$ cat src/rtl/multiply_pipelined_if.sv
// Operand/product bundle for one pipelined multiply element.
// The parent (or bench) drives the operand side through the master modport.
interface multiply_pipelined_if #(
  parameter int DATA_WIDTH = 16
);
  logic                      en;
  logic                      in_valid;
  logic [DATA_WIDTH-1:0]     a;
  logic [DATA_WIDTH-1:0]     b;
  logic [2*DATA_WIDTH-1:0]   p;
  logic                      out_valid;

  modport master (
    output en,
    output in_valid,
    output a,
    output b,
    input  p,
    input  out_valid
  );

  modport slave (
    input  en,
    input  in_valid,
    input  a,
    input  b,
    output p,
    output out_valid
  );
endinterface

$ cat src/rtl/multiply_pipelined.sv
// Unsigned full-precision multiplier with PIPE_STAGES cycles of latency.
// A valid bit rides alongside the data; en=0 freezes every stage.
// Partitioning:
//   PIPE_STAGES = 1 : product registered straight from the inputs
//   PIPE_STAGES = 2 : operand register, then product register
//   PIPE_STAGES >= 3: operand register, two half-width partial products,
//                     recombined sum, then plain delay stages up to p
module multiply_pipelined #(
  parameter int DATA_WIDTH  = 16,
  parameter int PIPE_STAGES = 3
) (
  input  logic                 clk,
  input  logic                 rst,
  multiply_pipelined_if.slave  bus
);

  localparam int PW    = 2 * DATA_WIDTH;
  localparam int LO_W  = DATA_WIDTH / 2;
  localparam int HI_W  = DATA_WIDTH - LO_W;
  localparam int PPL_W = DATA_WIDTH + LO_W;
  localparam int PPH_W = DATA_WIDTH + HI_W;

  if (DATA_WIDTH < 2 || DATA_WIDTH > 64) begin : g_bad_width
    $error("multiply_pipelined: DATA_WIDTH must be in 2..64");
  end
  if (PIPE_STAGES < 1 || PIPE_STAGES > 8) begin : g_bad_stages
    $error("multiply_pipelined: PIPE_STAGES must be in 1..8");
  end

  logic [PIPE_STAGES-1:0] vld_q;
  logic [PIPE_STAGES:0]   vld_shift;

  assign vld_shift     = {vld_q, bus.in_valid};
  assign bus.out_valid = vld_q[PIPE_STAGES-1];

  // Valid flag shift register, same depth and enable as the data path.
  always_ff @(posedge clk or posedge rst) begin
    if (rst) begin
      vld_q <= '0;
    end else if (bus.en) begin
      vld_q <= vld_shift[PIPE_STAGES-1:0];
    end
  end

  if (PIPE_STAGES == 1) begin : g_one
    logic [PW-1:0] prod_q;

    // Single stage: multiply the live inputs and register the product.
    always_ff @(posedge clk or posedge rst) begin
      if (rst) begin
        prod_q <= '0;
      end else if (bus.en) begin
        prod_q <= PW'(bus.a) * PW'(bus.b);
      end
    end

    assign bus.p = prod_q;

  end else begin : g_multi
    logic [DATA_WIDTH-1:0] a_q;
    logic [DATA_WIDTH-1:0] b_q;

    // Stage 1: capture the operand pair.
    always_ff @(posedge clk or posedge rst) begin
      if (rst) begin
        a_q <= '0;
        b_q <= '0;
      end else if (bus.en) begin
        a_q <= bus.a;
        b_q <= bus.b;
      end
    end

    if (PIPE_STAGES == 2) begin : g_two
      logic [PW-1:0] prod_q;

      // Stage 2: full product of the captured operands.
      always_ff @(posedge clk or posedge rst) begin
        if (rst) begin
          prod_q <= '0;
        end else if (bus.en) begin
          prod_q <= PW'(a_q) * PW'(b_q);
        end
      end

      assign bus.p = prod_q;

    end else begin : g_split
      logic [PPL_W-1:0] pp_lo_q;
      logic [PPH_W-1:0] pp_hi_q;
      logic [PW-1:0]    sum;
      logic [PW-1:0]    prod_q [PIPE_STAGES-2];

      // Stage 2: a times each half of b, kept as separate partial products.
      always_ff @(posedge clk or posedge rst) begin
        if (rst) begin
          pp_lo_q <= '0;
          pp_hi_q <= '0;
        end else if (bus.en) begin
          pp_lo_q <= PPL_W'(a_q) * PPL_W'(b_q[LO_W-1:0]);
          pp_hi_q <= PPH_W'(a_q) * PPH_W'(b_q[DATA_WIDTH-1:LO_W]);
        end
      end

      // The high partial product is weighted by 2**LO_W before adding.
      assign sum = {pp_hi_q, {LO_W{1'b0}}} + PW'(pp_lo_q);

      // Stage 3 registers the complete product; any further stages only delay it.
      always_ff @(posedge clk or posedge rst) begin
        if (rst) begin
          for (int i = 0; i < PIPE_STAGES - 2; i++) begin
            prod_q[i] <= '0;
          end
        end else if (bus.en) begin
          prod_q[0] <= sum;
          for (int i = 1; i < PIPE_STAGES - 2; i++) begin
            prod_q[i] <= prod_q[i-1];
          end
        end
      end

      assign bus.p = prod_q[PIPE_STAGES-3];
    end
  end

endmodule

$ cat src/flat_wrapper.sv
// flat-port wrapper written by rule: the top's interface ports become plain ports
module multiply_pipelined_flat 
#(
  parameter int DATA_WIDTH  = 16,
  parameter int PIPE_STAGES = 3
)
  (clk, rst, bus_en, bus_in_valid, bus_a, bus_b, bus_p, bus_out_valid);
  multiply_pipelined_if #(.DATA_WIDTH(DATA_WIDTH)) bus_i ();
  input  logic clk;
  input  logic rst;
  input wire logic [$bits(bus_i.en)-1:0] bus_en;
  input wire logic [$bits(bus_i.in_valid)-1:0] bus_in_valid;
  input wire logic [$bits(bus_i.a)-1:0] bus_a;
  input wire logic [$bits(bus_i.b)-1:0] bus_b;
  output wire logic [$bits(bus_i.p)-1:0] bus_p;
  output wire logic [$bits(bus_i.out_valid)-1:0] bus_out_valid;
  assign bus_i.en = bus_en;
  assign bus_i.in_valid = bus_in_valid;
  assign bus_i.a = bus_a;
  assign bus_i.b = bus_b;
  assign bus_p = bus_i.p;
  assign bus_out_valid = bus_i.out_valid;
  multiply_pipelined #(.DATA_WIDTH(DATA_WIDTH), .PIPE_STAGES(PIPE_STAGES)) u_core (.clk(clk), .rst(rst), .bus(bus_i));
endmodule
$ cat config.mk
export PLATFORM = sky130hd
export DESIGN_NAME = multiply_pipelined_flat
export DESIGN_NICKNAME = d
export VERILOG_FILES = /design/src/rtl/multiply_pipelined_if.sv /design/src/rtl/multiply_pipelined.sv /design/src/flat_wrapper.sv
export SDC_FILE = /design/constraint.sdc
export NUM_CORES = 1
export LEC_CHECK = 0
export CAP_MARGIN = 20
export CORE_MARGIN = 8
export CORE_UTILIZATION = 25
export CTS_CLUSTER_SIZE = 8
export DETAILED_ROUTE_END_ITERATION = 10
export PLACE_DENSITY = 0.37
export SLEW_MARGIN = 25
export SYNTH_ARGS = -nofsm -noshare
export SYNTH_HDL_FRONTEND = slang
export SYNTH_SLANG_ARGS = --single-unit
export TNS_END_PERCENT = 1
$ cat constraint.sdc
create_clock -name clk -period 4.9 [get_ports clk]
set_clock_uncertainty 0.15 [all_clocks]
set_input_delay 1.225 -clock clk [delete_from_list [all_inputs] [get_ports clk]]
set_output_delay 1.225 -clock clk [all_outputs]
set_load 0.03 [all_outputs]
Word-level counts from Yosys, hierarchy flattened
Index checks and enable logic that the tools add are counted.

Output and inout port bits: 33. Input port bits: 36. Register bits: 115. Logic and storage cells: 9.

Add/sub/neg operators: 1. Multiply operators: 2.

Operators by type and width (count): 16-bit by 8-bit multiplier with 24-bit output (2); 32-bit by 24-bit adder with 32-bit output (1).

Depth between registers and ports, before layout
Depth in word-level cells: 1. Gate-level depth with buffers: 19. Depth with buffers taken out: 17.

Least setup slack after synthesis
Ideal clock, no wire load.

Path kind: reg-to-reg. Start point: reg u_core.g_multi.b_q[2]. End point: reg u_core.g_multi.g_split.pp_lo_q[14]. Period minus slack after synthesis: 4.689 ns. Setup slack: 0.211 ns. Stages on the path, launching flop included: 16. Arrival time: 4.418 ns. Path through: dfrtp_1 > clkbuf_1 > and2_1 > fa_1 > fa_1 > fa_1 > inv_1 > fa_1 > inv_1 > ha_1 > a2111o_1 > o2111ai_2 > nand2_1 > a21o_1 > a211o_1 > a22o_1.

Word-level cells in the longest chain between the ends: 1.

RTL lines: start, declared (line multiply_pipelined.sv:61) `logic [DATA_WIDTH-1:0] b_q;`; start signal, assigned (line multiply_pipelined.sv:70) `b_q <= bus.b;`; 16-bit by 8-bit multiplier with 24-bit output (line multiply_pipelined.sv:100) `pp_lo_q <= PPL_W'(a_q) * PPL_W'(b_q[LO_W-1:0]);`; end signal, assigned (line multiply_pipelined.sv:100); end, declared (line multiply_pipelined.sv:89) `logic [PPL_W-1:0] pp_lo_q;`.

No other way between the ends. A chain may end at the register's enable or synchronous reset.

Worst setup path in the final report
Start point: reg u_core.g_multi.a_q[1]. End point: reg u_core.g_multi.g_split.pp_lo_q[22].

Word-level cells in the longest chain between the ends: 1.

RTL lines: start, declared (line multiply_pipelined.sv:60) `logic [DATA_WIDTH-1:0] a_q;`; start signal, assigned (line multiply_pipelined.sv:69) `a_q <= bus.a;`; 16-bit by 8-bit multiplier with 24-bit output (line multiply_pipelined.sv:100).

No other way between the ends.

==> metrics.csv <==
stage,metric,value,unit
synth,ys_seq_elements,115,
routing,drt_iter0_markers,283,
floorplan,dieArea,0.0607,mm²
cts,insertion_delay,490,ps
routing,dr.pass1.iters,4,
floorplan,core,0.0526,mm²
run_status,outcome,completed,
place,place_congestion,0.773,
worst_setup_path,path_class,register to register,
synth,synthFlopType,dfrtp_1,
worst_setup_path,cp.arrival,5060,ps
synth,yosys.cell_types.count,61,
cells_and_area,finish.net_count,1837,
sta,hold_violations,0,
grt,grt_max_degree,63,
cells_and_area,n_fill_cell,5515,
routing,vias,9952,
floorplan,fp.dieW,246,µm
worst_setup_path,cp_cell_sequence,buf_12 > and2_4 > fa_1 > fa_2 > fa_1 > inv_2 > fa_1 > inv_2 > ha_4 > a2111o_1 > o2111ai_4 > a21oi_4 > o2111a_1 > o21a_1 > o31ai_2,
cts,clock-sinks,115,
cells_and_area,layout_common_cells,"217 x and2_1, 202 x inv_1, 165 x fa_1",
floorplan,rows,84,
cts,cts_buffer_depth,2,
sta,drv_slew,0,
cts,h-tree-depth,4,
worst_setup_path,critPathMostFrequentCell,fa_1,
cts,cts_buffers,17,
job,maxCapViolations,0,
cts,hold_buffers,0,
grt,antenna_found_initial,1,
worst_setup_path,required,5120,ps
cells_and_area,syn2layout_area_growth,25.9,%
routing,wire_per_inst,17.5,µm
floorplan,start_util,25.3,%
worst_setup_path,worst_setup_path_end_kind,register,
synth,synth_cells,1350,
worst_setup_path,cp_max_fo,7,
place,io_buffers,68,
sta,fmax,207,MHz
sta,min_period,4840,ps
sta,rsz0062_at_grt,yes,
synth,synth_edf_count,0,
hold_path,holdCritPathClass,register to register,
synth,yosys_warnings,0,
synth,synthArstFlopShare,100,%
worst_setup_path,crit_family,adder cells,
worst_setup_path,timing.critical_path.buf_inv,3,
worst_setup_path,critPathMaxStageDelay,570,ps
routing,drc,0,
grt,grt_usage,13.5,%
cts,clk_pin_slew_worst_paths,70,ps
worst_setup_path,critPathSlowestCell,fa_1,
floorplan,die_h,246,µm
grt,grt_pass1_vias,11157,
routing,vias_per_cell,4.46,
sta,final.period_utilization,98.7,%
cts,cts_tree,built,
synth,avgSynthCellArea,9.83,µm²
grt,grt.overflow.total,0,
sta,worst_pin_slew,959,ps
worst_setup_path,start_kind,register,
cts,root_buffer,clkbuf_16,
place,post-place-ws,-188,ps
cells_and_area,drive_gt1_share,21.4,%
grt,grt_pass1_wl,62.2,mm
sta,relSlewSlack,35.7,%
synth,synth_area,0.0133,mm²
sta,setup_slack,63.9,ps
sta,hold_slack,329,ps
routing,antenna_left,0,
sta,setup_violations,0,
synth,synth-seq-area-share,21.7,%
routing,drt-total-wl,39.2,mm
cells_and_area,final_common_cell,and2_1,
floorplan,io-pin-count,69,
synth,syn-num-nets,1659,
place,dp_hpwl,30.9,mm
[worst min-delay path: stages (launching register included)]
cell	delay, ps
dfrtp_1	340
nand2_1	50
o21ai_0	50
[timing repair]
action                                  4_1_cts  5_1_grt
endpoints found under the setup margin       21       22
pin swaps                                     0       40
gates cloned                                  0        0
setup buffers                                 5       19
gates resized for setup                      11       70
[per-stage QoR]
step                utilization, %  cells  TNS, ps  cell area, µm²
detailed placement            29.7   2173    -1870           15600
finish                        31.8   2232        0           16700
global route                  31.8   2229    -1140           16700
floorplan                        -   1350        0           13300
global placement              29.7   2173    -1610           15600
CTS                           30.9   2210    -48.6           16300
[logic make-up (layout without fill, tap and decap cells)]
family          after synthesis  after routing  synth area share (%)
compound gates              182            182                  9.20
xor+xnor                     49             49                  3.23
fa+ha+maj                   273            273                  35.3
buf+inv                     258            449                  7.31
flops                       115            115                  21.7
mux                          85             85                  7.17
other cells                   0              3                     0
simple gates                388            388                  16.1
[layer usage]
layer  vias up  routed length (µm)  part of all wire [%]  track usage, %
li1       4710                   -                     -               -
met1      5081               16700                    43            15.5
met2       108               20400                    52            24.5
met3        53                1050                   2.7            2.43
met4         0                 974                   2.5            5.11
met5         -                   0                     0               0
[final cells by class]
class	count	area, µm²	area share [%]
multi-input combinational	977	9700	58.1
sequential	115	2900	17.4
timing repair buffer	210	1860	11.1
tap	688	861	5.15
inverter	207	779	4.67
clock buffer	19	453	2.71
clock inverter	13	149	0.891
antenna	3	7.51	0.0449
[final timing paths]
path | cells after the start | endpoint | startpoint | slack [ps]
worst min register to register | 2 | u_core.bus.p[9]$_DFFE_PP0P_ | u_core.bus.p[9]$_DFFE_PP0P_ | 330
max in group asynchronous | 3 | u_core.g_multi.a_q[4]$_DFFE_PP0P_ | rst | 2590
worst max register to register | 15 | u_core.g_multi.g_split.pp_lo_q[22]$_DFFE_PP0P_ | u_core.g_multi.a_q[1]$_DFFE_PP0P_ | 60
worst max-delay path | 15 | u_core.g_multi.g_split.pp_lo_q[22]$_DFFE_PP0P_ | u_core.g_multi.a_q[1]$_DFFE_PP0P_ | 60
worst min-delay path | 2 | u_core.bus.p[9]$_DFFE_PP0P_ | u_core.bus.p[9]$_DFFE_PP0P_ | 330
min in group asynchronous | 2 | u_core.g_multi.g_split.pp_hi_q[1]$_DFFE_PP0P_ | rst | 1140
[registers in the layout, indices dropped and copies added, names as in the netlist]
signal,cells
u_core.bus.p,32
u_core.g_multi.g_split.pp_hi_q,24
u_core.g_multi.g_split.pp_lo_q,24
u_core.g_multi.a_q,16
u_core.g_multi.b_q,16
u_core.vld_q,3
[synthesized netlist by cell type, types with 12 or more instances]
cell      instances  area (µm²)
inv_1           206         773
a21oi_1          56         280
xnor2_1          29         254
a21o_1           12        90.1
nor2_1           34         128
mux2_2           81         912
ha_1            104        1300
dfrtp_1         115        2880
and2_1          219        1370
xor2_1           20         175
o21ai_0          34         170
fa_1            169        3380
nand2_1          76         285
clkbuf_1         46         173
Power is left out: the tool's default activity adds up to more than one toggle a clock period on the data nets, which glitch-free logic cannot reach.
